==> src/rtl/memory_io_bridge.sv <==
// Memory/IO stage behind the multicycle processor: RAM, LED register and synchronised switches.
// Read data appears on DIN two edges after the address; there is no handshake and the bridge never stalls.
module memory_io_bridge #(
  parameter int DATA_W = 16,
  parameter int RAM_AW = 7,
  parameter int LED_W  = 10,
  parameter int SW_W   = 10
) (
  input  logic              Clock,
  input  logic              Resetn,
  input  logic [DATA_W-1:0] AddressOut,
  input  logic [DATA_W-1:0] DOUT,
  input  logic              Write,
  output logic [DATA_W-1:0] DIN,
  output logic [RAM_AW-1:0] RamAddr,
  output logic [DATA_W-1:0] RamWrData,
  output logic              RamWe,
  input  logic [DATA_W-1:0] RamRdData,
  input  logic [SW_W-1:0]   SW,
  output logic [LED_W-1:0]  LEDR,
  output logic              BusError
);

  typedef enum logic [1:0] {
    RGN_UNMAP = 2'd0,
    RGN_RAM   = 2'd1,
    RGN_LED   = 2'd2,
    RGN_SW    = 2'd3
  } region_t;

  region_t             region_in;
  region_t             region_d, region_q;
  logic [RAM_AW-1:0]   ram_addr_d, ram_addr_q;
  logic [DATA_W-1:0]   ram_wr_data_d, ram_wr_data_q;
  logic                ram_we_d, ram_we_q;
  logic [LED_W-1:0]    led_d, led_q;
  logic [DATA_W-1:0]   addr_d, addr_q;
  logic                addr_chg_d, addr_chg_q;
  logic                fwd_valid_d, fwd_valid_q;
  logic [DATA_W-1:0]   fwd_data_d, fwd_data_q;
  logic [SW_W-1:0]     sw_meta_d, sw_meta_q;
  logic [SW_W-1:0]     sw_sync_d, sw_sync_q;
  logic [DATA_W-1:0]   din_d, din_q;
  logic                bus_err_d, bus_err_q;

  always_comb begin
    region_in = RGN_UNMAP;
    case (AddressOut[DATA_W-1 -: 4])
      4'h0:    region_in = RGN_RAM;
      4'h1:    region_in = RGN_LED;
      4'h3:    region_in = RGN_SW;
      default: region_in = RGN_UNMAP;
    endcase
  end

  always_comb begin
    region_d      = region_in;
    ram_addr_d    = AddressOut[RAM_AW-1:0];
    ram_wr_data_d = DOUT;
    ram_we_d      = Write && (region_in == RGN_RAM);
    addr_d        = AddressOut;
    addr_chg_d    = (AddressOut != addr_q);
    sw_meta_d     = SW;
    sw_sync_d     = sw_meta_q;

    led_d = led_q;
    if (Write && (region_in == RGN_LED)) begin
      led_d = DOUT[LED_W-1:0];
    end

    // The RAM word being written this cycle may be read back before it lands in the array.
    fwd_valid_d = ram_we_q && (region_in == RGN_RAM) && (AddressOut[RAM_AW-1:0] == ram_addr_q);
    fwd_data_d  = ram_wr_data_q;

    din_d = '0;
    case (region_q)
      RGN_RAM: din_d = fwd_valid_q ? fwd_data_q : RamRdData;
      RGN_LED: din_d = {{(DATA_W-LED_W){1'b0}}, led_q};
      RGN_SW:  din_d = {{(DATA_W-SW_W){1'b0}}, sw_sync_q};
      default: din_d = '0;
    endcase

    // addr_chg_q keeps the post-reset unmapped region from raising a false error.
    bus_err_d = bus_err_q;
    if (Write && ((region_in == RGN_SW) || (region_in == RGN_UNMAP))) begin
      bus_err_d = 1'b1;
    end
    if ((region_q == RGN_UNMAP) && addr_chg_q) begin
      bus_err_d = 1'b1;
    end
  end

  always_ff @(posedge Clock or posedge Resetn) begin
    if (Resetn) begin
      region_q      <= RGN_UNMAP;
      ram_addr_q    <= '0;
      ram_wr_data_q <= '0;
      ram_we_q      <= 1'b0;
      led_q         <= '0;
      addr_q        <= '0;
      addr_chg_q    <= 1'b0;
      fwd_valid_q   <= 1'b0;
      fwd_data_q    <= '0;
      sw_meta_q     <= '0;
      sw_sync_q     <= '0;
      din_q         <= '0;
      bus_err_q     <= 1'b0;
    end else begin
      region_q      <= region_d;
      ram_addr_q    <= ram_addr_d;
      ram_wr_data_q <= ram_wr_data_d;
      ram_we_q      <= ram_we_d;
      led_q         <= led_d;
      addr_q        <= addr_d;
      addr_chg_q    <= addr_chg_d;
      fwd_valid_q   <= fwd_valid_d;
      fwd_data_q    <= fwd_data_d;
      sw_meta_q     <= sw_meta_d;
      sw_sync_q     <= sw_sync_d;
      din_q         <= din_d;
      bus_err_q     <= bus_err_d;
    end
  end

  assign DIN       = din_q;
  assign RamAddr   = ram_addr_q;
  assign RamWrData = ram_wr_data_q;
  assign RamWe     = ram_we_q;
  assign LEDR      = led_q;
  assign BusError  = bus_err_q;

endmodule
==> config.mk <==
export PLATFORM = sky130hd
export DESIGN_NAME = memory_io_bridge
export DESIGN_NICKNAME = d
export VERILOG_FILES = /design/src/rtl/memory_io_bridge.sv
export SDC_FILE = /design/constraint.sdc
export NUM_CORES = 1
export LEC_CHECK = 0
export CORE_UTILIZATION = 45
export CTS_CLUSTER_DIAMETER = 30
export DETAILED_ROUTE_END_ITERATION = 12
export PLACE_DENSITY = 0.75
export REMOVE_ABC_BUFFERS = 1
export SETUP_SLACK_MARGIN = 0.05
export SYNTH_ARGS = -nofsm -noshare
export SYNTH_HDL_FRONTEND = slang
export SYNTH_SLANG_ARGS = --single-unit
==> constraint.sdc <==
create_clock -name Clock -period 7.4 [get_ports Clock]
set_input_delay 1.48 -clock Clock [delete_from_list [all_inputs] [get_ports Clock]]
set_output_delay 1.48 -clock Clock [all_outputs]
set_load 0.01 [all_outputs]
==> flow_summary.ini, run 1 <==
[worst_setup_path]
cp-end-kind = flip-flop
cp-startpoint = AddressOut[12]
required_ns = 7.64
reg2reg_from = region_q[1]$_DFF_PP0_
r2r.worst_path.cells = 2
crit_type = in -> reg
r2r_end = DIN[8]$_DFF_PP0_
rrSetupSlack_ns = 5.51
startpoint_type = input pin
crit_arrival_ns = 3.07
critPathCapture = LEDR[2]$_DFFE_PP0P_
crit_fanout = 10

[place]
dpl_worst_slack_ns = 4.16
io_buffers = 111
place_congestion = 0.714
dp_hpwl_um = 4330
dp_cells = 411

[routing]
dr_total_vias = 1989
drtIter0Drc = 64
postRouteAntennaNets = 0
drc = 0
totalWireLength_um = 6040
drt-pass1-iter-count = 4
routed_via_density = 4.66
detail_route.wl_per_cell_um = 14.2

[clock_tree]
postCtsHoldBufs = 0
clock_latency_ns = 0.36
postCtsSetupRepairBufs = 0
ctsResizeCount = 0
root_buffer = clkbuf_8
clockBufferDepth = 2
cts_tree = done
cts_num_sinks = 100
numCtsBuffers = 9
cts.clk_slew.worst_paths_ns = 0.09
htree_levels = 3

[sta]
maxClockFrequency_ghz = 0.354
min_period_ns = 2.83
finClkSkew_ns = 0.0109
whs_ns = 0.356
slew_violations = 0
fin_ws_ns = 4.57
tightest_slew_ns = 0.815
finalHoldViolCount = 0
fin_crit_sh_pct = 38.2
finalSetupTns_ns = 0
slew-limit-headroom_pct = 45.5
rsz0062_at_grt = no
setup_viol = 0

[finish]
drive_above_1_share_pct = 6.10
area_growth_pct = 39.7
finalNonFillerCells = 427
n_antenna_cell = 0
num-nets-final = 386

[grt]
grt_max_degree = 56
grt_pass1_wl_um = 9960
grt_overflow_total = 0
antenna_found_initial = 0
grt_pass1_vias = 2080
gr-usage-all-layers_pct = 17.6

[power]
p_sw_mw = 0.262
power.leakage_nw = 1.98
seqPwrFrac_pct = 57.1
max-vdd-ir-drop_uv = 167
p_comb_share_pct = 13.2
power.density_nw_per_um2 = 227
p_int_mw = 0.798
clock_power_share_pct = 29.7
switching_share_pct = 24.7

[synthesis]
syn_area_per_cell_um2 = 15.8
synth_cell_types = 25
ys_warn_count = 0
synth_cells = 212
synth-seq-cells = 100
yosysSeqAreaShare_pct = 74.7
synth_area_um2 = 3350

[min_path]
hold_class = reg -> reg

[floorplanning]
die-width_um = 88.3
core_area_um2 = 7210
start_util_pct = 46.4
design.die.area_um2 = 7800
fp-row-count = 31
ioPinCount = 112
chipHeight_um = 88.3

[job]
maxCapViolCount = 0

[run_status]
outcome = completed
power by group through the flow:
stage | Combinational, mW | Sequential [mW] | Clock (mW)
global placement | 0.139 | 0.616 | 0
detailed placement | 0.142 | 0.617 | 0
finish | 0.140 | 0.606 | 0.315
floorplan | 0.0361 | 0.624 | 0
global route | 0.153 | 0.611 | 0.350
CTS | 0.143 | 0.606 | 0.325
routing by layer:
layer / routed length [um] / track usage [%] / vias to the layer above
li1: - / - / 923
met1: 2440 / 20.9 / 994
met2: 3090 / 29.2 / 61
met3: 400 / 5.50 / 11
met4: 112 / 8.36 / 0
met5: 0 / 0 / -
synthesized netlist by cell type:
cell type  count  area (um2)
a221o_1        1        10.0
a22o_1        10        87.6
and2_1         1        6.26
and3_1         1        6.26
buf_12         1        20.0
buf_2          2        10.0
buf_4          8        60.1
buf_6          1        11.3
clkbuf_1       1        3.75
dfrtp_1      100        2500
ha_1           2        25.0
inv_1          3        11.3
mux2_1        10         113
mux2i_1       16         160
nand2_1       12        45.0
nand2_2        1        6.26
nand2b_1       1        6.26
nand4_1        3        18.8
nor2_1         8        30.0
nor2b_1        1        6.26
nor4_1         2        12.5
o21ai_0        5        25.0
o21ai_1        5        25.0
xnor2_1       11        96.3
xor2_1         6        52.6
critical path, stage by stage:
cell and delay, ns:
clkdlybuf4s50_1 0.56, xnor2_1 0.14, nand2_1 0.09, ha_1 0.21, nand2_2 0.22, mux2_1 0.36
worst min-delay path by stage:
stage	cells past startpoint	end	slack (ns)	from
2_1_floorplan	0	sw_sync_q[0]$_DFF_PP0_	0.33	sw_meta_q[0]$_DFF_PP0_
6_report	0	sw_sync_q[6]$_DFF_PP0_	0.36	sw_meta_q[6]$_DFF_PP0_
5_1_grt	0	sw_sync_q[5]$_DFF_PP0_	0.36	sw_meta_q[5]$_DFF_PP0_
4_1_cts	0	sw_sync_q[5]$_DFF_PP0_	0.36	sw_meta_q[5]$_DFF_PP0_
3_3_place_gp	0	sw_sync_q[9]$_DFF_PP0_	0.33	sw_meta_q[9]$_DFF_PP0_
3_5_place_dp	0	sw_sync_q[5]$_DFF_PP0_	0.34	sw_meta_q[5]$_DFF_PP0_
logic make-up (layout without fill, tap and decap cells):
kind of cell / Yosys count / in the layout / share of synthesized area, %
flops: 100 / 100 / 74.7
simple gates: 30 / 30 / 4.11
mux: 26 / 26 / 8.14
compound gates: 21 / 21 / 4.41
xor+xnor: 17 / 17 / 4.44
buf+inv: 16 / 132 / 3.47
fa+ha+maj: 2 / 2 / 0.747
layout by cell type, fill, tap and decap left out, types with 2 or more instances in the layout:
master           netlist  final
a22o_1                10     10
buf_4                  8      2
clkbuf_8               0      9
clkdlybuf4s50_1        0    111
clkinv_4               0      3
dfrtp_1              100    100
ha_1                   2      2
inv_1                  3      2
inv_6                  0      3
mux2_1                10     10
mux2i_1               16     16
nand2_1               12     12
nand4_1                3      3
nor2_1                 8      8
nor4_1                 2      2
o21ai_0                5      5
o21ai_1                5      5
xnor2_1               11     11
xor2_1                 6      6
area by class of cell:
type | count | area (um2)
Clock buffer | 9 | 124
Clock inverter | 7 | 57.6
Fill cell | 576 | 2530
Inverter | 3 | 13.8
Multi-Input combinational cell | 96 | 732
Sequential cell | 100 | 2500
Tap cell | 99 | 124
Timing Repair Buffer | 113 | 1130
sequential cells by signal, indices dropped and copies added (netlist names), 2 cells and up:
signal	count
DIN	16
LEDR	10
RamWrData	16
addr_q	16
fwd_data_q	16
region_q	2
sw_meta_q	10
sw_sync_q	10
through the flow:
stage | util, % | instance area (um2) | power (mW)
floorplan | - | 3250 | 0.660
global placement | 62.3 | 4500 | 0.755
detailed placement | 62.3 | 4500 | 0.759
CTS | 64.9 | 4680 | 1.07
global route | 64.9 | 4680 | 1.11
finish | 64.9 | 4680 | 1.06
No activity file was read; power rests on OpenSTA's default activity.
==> run 2, diff against run 1 <==
--- a/config.mk
+++ b/config.mk
@@ -5,10 +5,10 @@
 export SDC_FILE = /design/constraint.sdc
 export NUM_CORES = 1
 export LEC_CHECK = 0
-export CORE_UTILIZATION = 45
+export CORE_UTILIZATION = 41
 export CTS_CLUSTER_DIAMETER = 30
 export DETAILED_ROUTE_END_ITERATION = 12
-export PLACE_DENSITY = 0.75
+export PLACE_DENSITY = 0.72
 export REMOVE_ABC_BUFFERS = 1
 export SETUP_SLACK_MARGIN = 0.05
 export SYNTH_ARGS = -nofsm -noshare
==> constraint.sdc (replaced) <==
create_clock -name Clock -period 2.43 [get_ports Clock]
set_input_delay 0.486 -clock Clock [delete_from_list [all_inputs] [get_ports Clock]]
set_output_delay 0.486 -clock Clock [all_outputs]
set_load 0.01 [all_outputs]
==> run 2 against run 1 <==
Compared with the run above: flip-flop and latch count unchanged; via count down 0.85%; die area up 9.5%; first-iteration DRC count down 13%; non-clock buffer count up 5; clock skew down 0.0037 ns; count of clock-buffer cells in the layout unchanged; core utilization down 3.9 points; global-route usage down 1.7 points; hold slack worse by 0.00057 ns; clock power rose to 3.4 times the previous value; largest power group unchanged.
==> flow_summary.ini, run 2 (synthesized netlist as in run 1, its figures left out) <==
[place]
io_buffers = 111
place_area_um2 = 4550
dp_hpwl_um = 4530
dpl_worst_slack_ns = 0.222
place_congestion = 0.710

[clock_tree]
cts.clk_slew.worst_paths_ns = 0.10
root_buffer = clkbuf_8
cts_num_sinks = 100
postCtsHoldBufs = 0
clock_latency_ns = 0.35
ctsResizeCount = 0
htree_levels = 3
numCtsBuffers = 9
cts_tree = done
clockBufferDepth = 2
postCtsSetupRepairBufs = 0

[floorplanning]
chipHeight_um = 92.4
ioPinCount = 112
core_area_um2 = 7810
design.die.area_um2 = 8540
start_util_pct = 42.9
die-width_um = 92.4
fp-row-count = 32

[power]
p_int_mw = 2.54
power_mw = 3.35
power.leakage_nw = 2.02
p_comb_share_pct = 13.2
power.density_nw_per_um2 = 705
seqPwrFrac_pct = 54.8
switching_share_pct = 24.2
clock_power_share_pct = 32.0
p_sw_mw = 0.811
max-vdd-ir-drop_uv = 371

[finish]
layout_commonest_cell = clkdlybuf4s50_1
num-nets-final = 391
utilization_pct = 61.0
area_growth_pct = 42.0
final_area_um2 = 4760
n_antenna_cell = 0
fillers = 641
most-common-layout-cells = 111 x clkdlybuf4s50_1, 100 x dfrtp_1, 16 x mux2i_1
drive_above_1_share_pct = 7.51

[worst_setup_path]
crit_fanout = 10
crit_arrival_ns = 2.08
cp-end-kind = flip-flop
crit_type = in -> reg
startpoint_type = input pin
required_ns = 2.67

[sta]
maxClockFrequency_ghz = 0.544
min_period_ns = 1.84
finClkSkew_ns = 0.00728
setup_viol = 0
fin_ws_ns = 0.591
tightest_slew_ns = 0.534
slew-limit-headroom_pct = 64.3
finalHoldViolCount = 0
fin_crit_sh_pct = 75.7
finalSetupTns_ns = 0
rsz0062_at_grt = no
slew_violations = 0

[run_status]
outcome = completed

[grt]
grt_max_degree = 39
grt_pass1_vias = 2108
gr-usage-all-layers_pct = 15.9
grt_overflow_total = 0
antenna_found_initial = 0
grt_pass1_wl_um = 10200

[routing]
routed_via_density = 4.53
totalWireLength_um = 6220
drtIter0Drc = 56
dr_total_vias = 1972
detail_route.wl_per_cell_um = 14.3
postRouteAntennaNets = 0
drc = 0
drt-pass1-iter-count = 4

[min_path]
hold_class = reg -> reg

[job]
maxCapViolCount = 0
run 2: changes by cell type in the layout (fill, tap and decap cells not counted), sizes merged:
| cell | before | now |
|---|---|---|
| inv | 6 | 5 |
| buf | 2 | 7 |
| clkinv | 4 | 3 |
| bufinv | 0 | 1 |
| clkinvlp | 0 | 1 |
run 2: through the flow:
stage                     instances  hold WS, ns
after global placement          419        0.334
after global routing            435        0.362
after floorplan                 199        0.331
after CTS                       435        0.358
after detailed placement        419        0.335
final                           435        0.356
run 2: power groups by stage:
stage | Clock [mW] | Combinational [mW] | Sequential (mW)
2_1_floorplan | 0 | 0.110 | 1.90
3_3_place_gp | 0 | 0.442 | 1.87
3_5_place_dp | 0 | 0.450 | 1.87
4_1_cts | 1.11 | 0.452 | 1.84
5_1_grt | 1.18 | 0.479 | 1.85
6_report | 1.07 | 0.443 | 1.84
run 2: final cells by class:
cell class / count / area, um2 / area share (%)
sequential: 100 / 2500 / 52.6
timing repair buffer: 118 / 1180 / 24.7
multi-input combinational: 96 / 732 / 15.4
tap: 102 / 128 / 2.68
clock buffer: 9 / 124 / 2.60
clock inverter: 7 / 83.8 / 1.76
inverter: 3 / 13.8 / 0.289
run 2: final timing paths:
check                           slack, ns  cells after the start                endpoint                    from
worst min register to register       0.36                      0  sw_sync_q[2]$_DFF_PP0_  sw_meta_q[2]$_DFF_PP0_
worst max register to register       1.16                      4        DIN[1]$_DFF_PP0_   fwd_valid_q$_DFF_PP0_
max in group asynchronous            1.41                      3  RamWrData[9]$_DFF_PP0_                  Resetn
min in group asynchronous            0.46                      2  sw_meta_q[8]$_DFF_PP0_                  Resetn
worst max-delay path                 0.59                      6     LEDR[7]$_DFFE_PP0P_          AddressOut[12]
worst min-delay path                 0.36                      0  sw_sync_q[2]$_DFF_PP0_  sw_meta_q[2]$_DFF_PP0_
run 2: worst max-delay path, cell delays in order:
cell	delay, ns
clkdlybuf4s50_1	0.56
xnor2_1	0.14
nand2_1	0.09
ha_1	0.21
nand2_2	0.23
mux2_1	0.36
run 2: routing by layer:
metal / share of wire [%] / track usage (%) / wire [um] / vias to the layer above
met3: 5.1 / 3.69 / 318 / 8
li1: - / - / - / 936
met5: 0 / 0 / 0 / -
met1: 41 / 19.3 / 2570 / 968
met2: 52 / 26.7 / 3230 / 60
met4: 1.7 / 7.42 / 103 / 0
==> run 3, diff against run 2 <==
==> constraint.sdc (replaced) <==
create_clock -name Clock -period 1.59 [get_ports Clock]
set_input_delay 0.318 -clock Clock [delete_from_list [all_inputs] [get_ports Clock]]
set_output_delay 0.318 -clock Clock [all_outputs]
set_load 0.01 [all_outputs]
==> run 3 against run 2 <==
Compared with the run above: setup slack worse by 0.49 ns; via count up 2.9%; hold slack worse by 0.10 ns; total power up 48%; register-to-register slack worse by 0.90 ns; final cell count up 1.8%; core utilization up 0.56 points; sequential share of layout area down 0.48 points; cell area up 0.92%; largest power group unchanged; highest routed layer unchanged.
==> flow_summary.ini, run 3 (synthesized netlist as in run 1, its figures left out) <==
[worst_setup_path]
cp_cell_sequence = clkdlybuf4s50_1, nor2_2, nand2_1, inv_2, ha_4, nand2_8, mux2_1
crit_arrival_ns = 1.72
cp-end-kind = flip-flop
reg2reg_from = region_q[0]$_DFF_PP0_
startpoint_type = input pin
crit_fanout = 5
critPathBufInv = 2
cp-startpoint = AddressOut[15]
required_ns = 1.83
max_stage_delay_ns = 0.47
cp_top_family = buffers and inverters
crit_type = in -> reg
cp_slowest_cell = clkdlybuf4s50_1

[clock_tree]
postCtsHoldBufs = 0
htree_levels = 3
root_buffer = clkbuf_8
cts_num_sinks = 100
clockBufferDepth = 2
cts.clk_slew.worst_paths_ns = 0.10
clock_latency_ns = 0.36
cts_tree = done
numCtsBuffers = 9

[job]
maxCapViolCount = 0

[floorplanning]
design.die.area_um2 = 8540
ioPinCount = 112
core_area_um2 = 7810
fp-row-count = 32
chipHeight_um = 92.4
start_util_pct = 42.9
die-width_um = 92.4

[sta]
finClkSkew_ns = 0.0117
min_period_ns = 1.48
setup_viol = 0
rsz0062_at_grt = yes
whs_ns = 0.255
slew-limit-headroom_pct = 45.8
maxClockFrequency_ghz = 0.673
fin_crit_sh_pct = 93.4
finalHoldViolCount = 0
tightest_slew_ns = 0.811
slew_violations = 0

[routing]
totalWireLength_um = 6520
dr_total_vias = 2030
drt-pass1-iter-count = 4
routed_via_density = 4.58
detail_route.wl_per_cell_um = 14.7
postRouteAntennaNets = 0
drtIter0Drc = 50
drc = 0

[finish]
drive_above_1_share_pct = 10.9
multi_input_area_um2 = 776
most-common-layout-cells = 100 x dfrtp_1, 60 x clkdlybuf4s50_1, 49 x dlygate4sd2_1
n_antenna_cell = 0
area_growth_pct = 43.4
final_area_um2 = 4800
ff_latch_area_um2 = 2500
finalNonFillerCells = 443
fillers = 640
layout_commonest_cell = dfrtp_1
num-nets-final = 399

[place]
dp_hpwl_um = 4590
place_congestion = 0.722
io_buffers = 111
dp_cells = 424
place_area_um2 = 4610

[power]
power_mw = 4.95
power.density_nw_per_um2 = 1030
power.leakage_nw = 2.21
max-vdd-ir-drop_uv = 535

[run_status]
outcome = completed

[grt]
grt_max_degree = 36
grt_pass1_wl_um = 10600
gr-usage-all-layers_pct = 16.7
antenna_found_initial = 0
grt_overflow_total = 0
grt_pass1_vias = 2205

[min_path]
hold_class = in -> async
[run 3: changes by cell type in the layout (fill, tap and decap cells not counted), sizes merged, moves of 2 or more]
cell and delta:
clkdlybuf4s50 -51, dlygate4sd2 +49, buf +7, dlymetal6s2s +2
[run 3: final cells by class]
cell class	instances	area share, %
clock buffers	10	2.87
clock inverters	6	1.02
inverters	3	0.287
multi-input cells	97	16.2
flip-flops and latches	100	52.1
well taps	102	2.66
repair buffers	125	24.9
[run 3: power breakdown]
| group | switching [mW] | total, mW | internal [mW] |
|---|---|---|---|
| Sequential | 0.0850 | 2.80 | 2.71 |
| Clock | 0.876 | 1.50 | 0.625 |
| Combinational | 0.277 | 0.652 | 0.375 |
[run 3: path summary, 6_finish.rpt]
path                                            end  slack [ns]  cells past startpoint
max in group asynchronous    RamWrData[4]$_DFF_PP0_        0.87                      3
hold reg to reg              sw_sync_q[4]$_DFF_PP0_        0.36                      0
setup / recovery                LEDR[3]$_DFFE_PP0P_        0.11                      7
hold / removal             fwd_data_q[13]$_DFF_PP0_        0.26                      2
setup reg to reg                   DIN[9]$_DFF_PP0_        0.26                      2
min in group Clock           sw_sync_q[4]$_DFF_PP0_        0.36                      0
[run 3: stage by stage]
step                      setup slack (ns)  setup TNS, ns  util [%]
after floorplan                      -1.35        -134.68         -
after global placement              -0.350          -3.82      59.1
after detailed placement            -0.406          -4.40      59.1
after CTS                           0.0523              0      61.1
after global routing                0.0459              0      61.5
final                                0.105              0      61.5
[run 3: metal layers]
metal	part of all wire [%]	vias to the layer above	GRT usage, %
met5	0	-	0
met4	3.0	0	8.98
met3	5.6	14	4.11
met2	50	66	28.0
met1	42	998	19.8
li1	-	952	-
[run 3: timing repair]
action / 4_1_cts / 5_1_grt
resized for setup: 51 / 8
setup buffers: 2 / 0
pin swaps: 1 / 2
hold endpoints to repair: 0 / 0
cloned: 1 / 0
setup endpoints to repair: 59 / 12
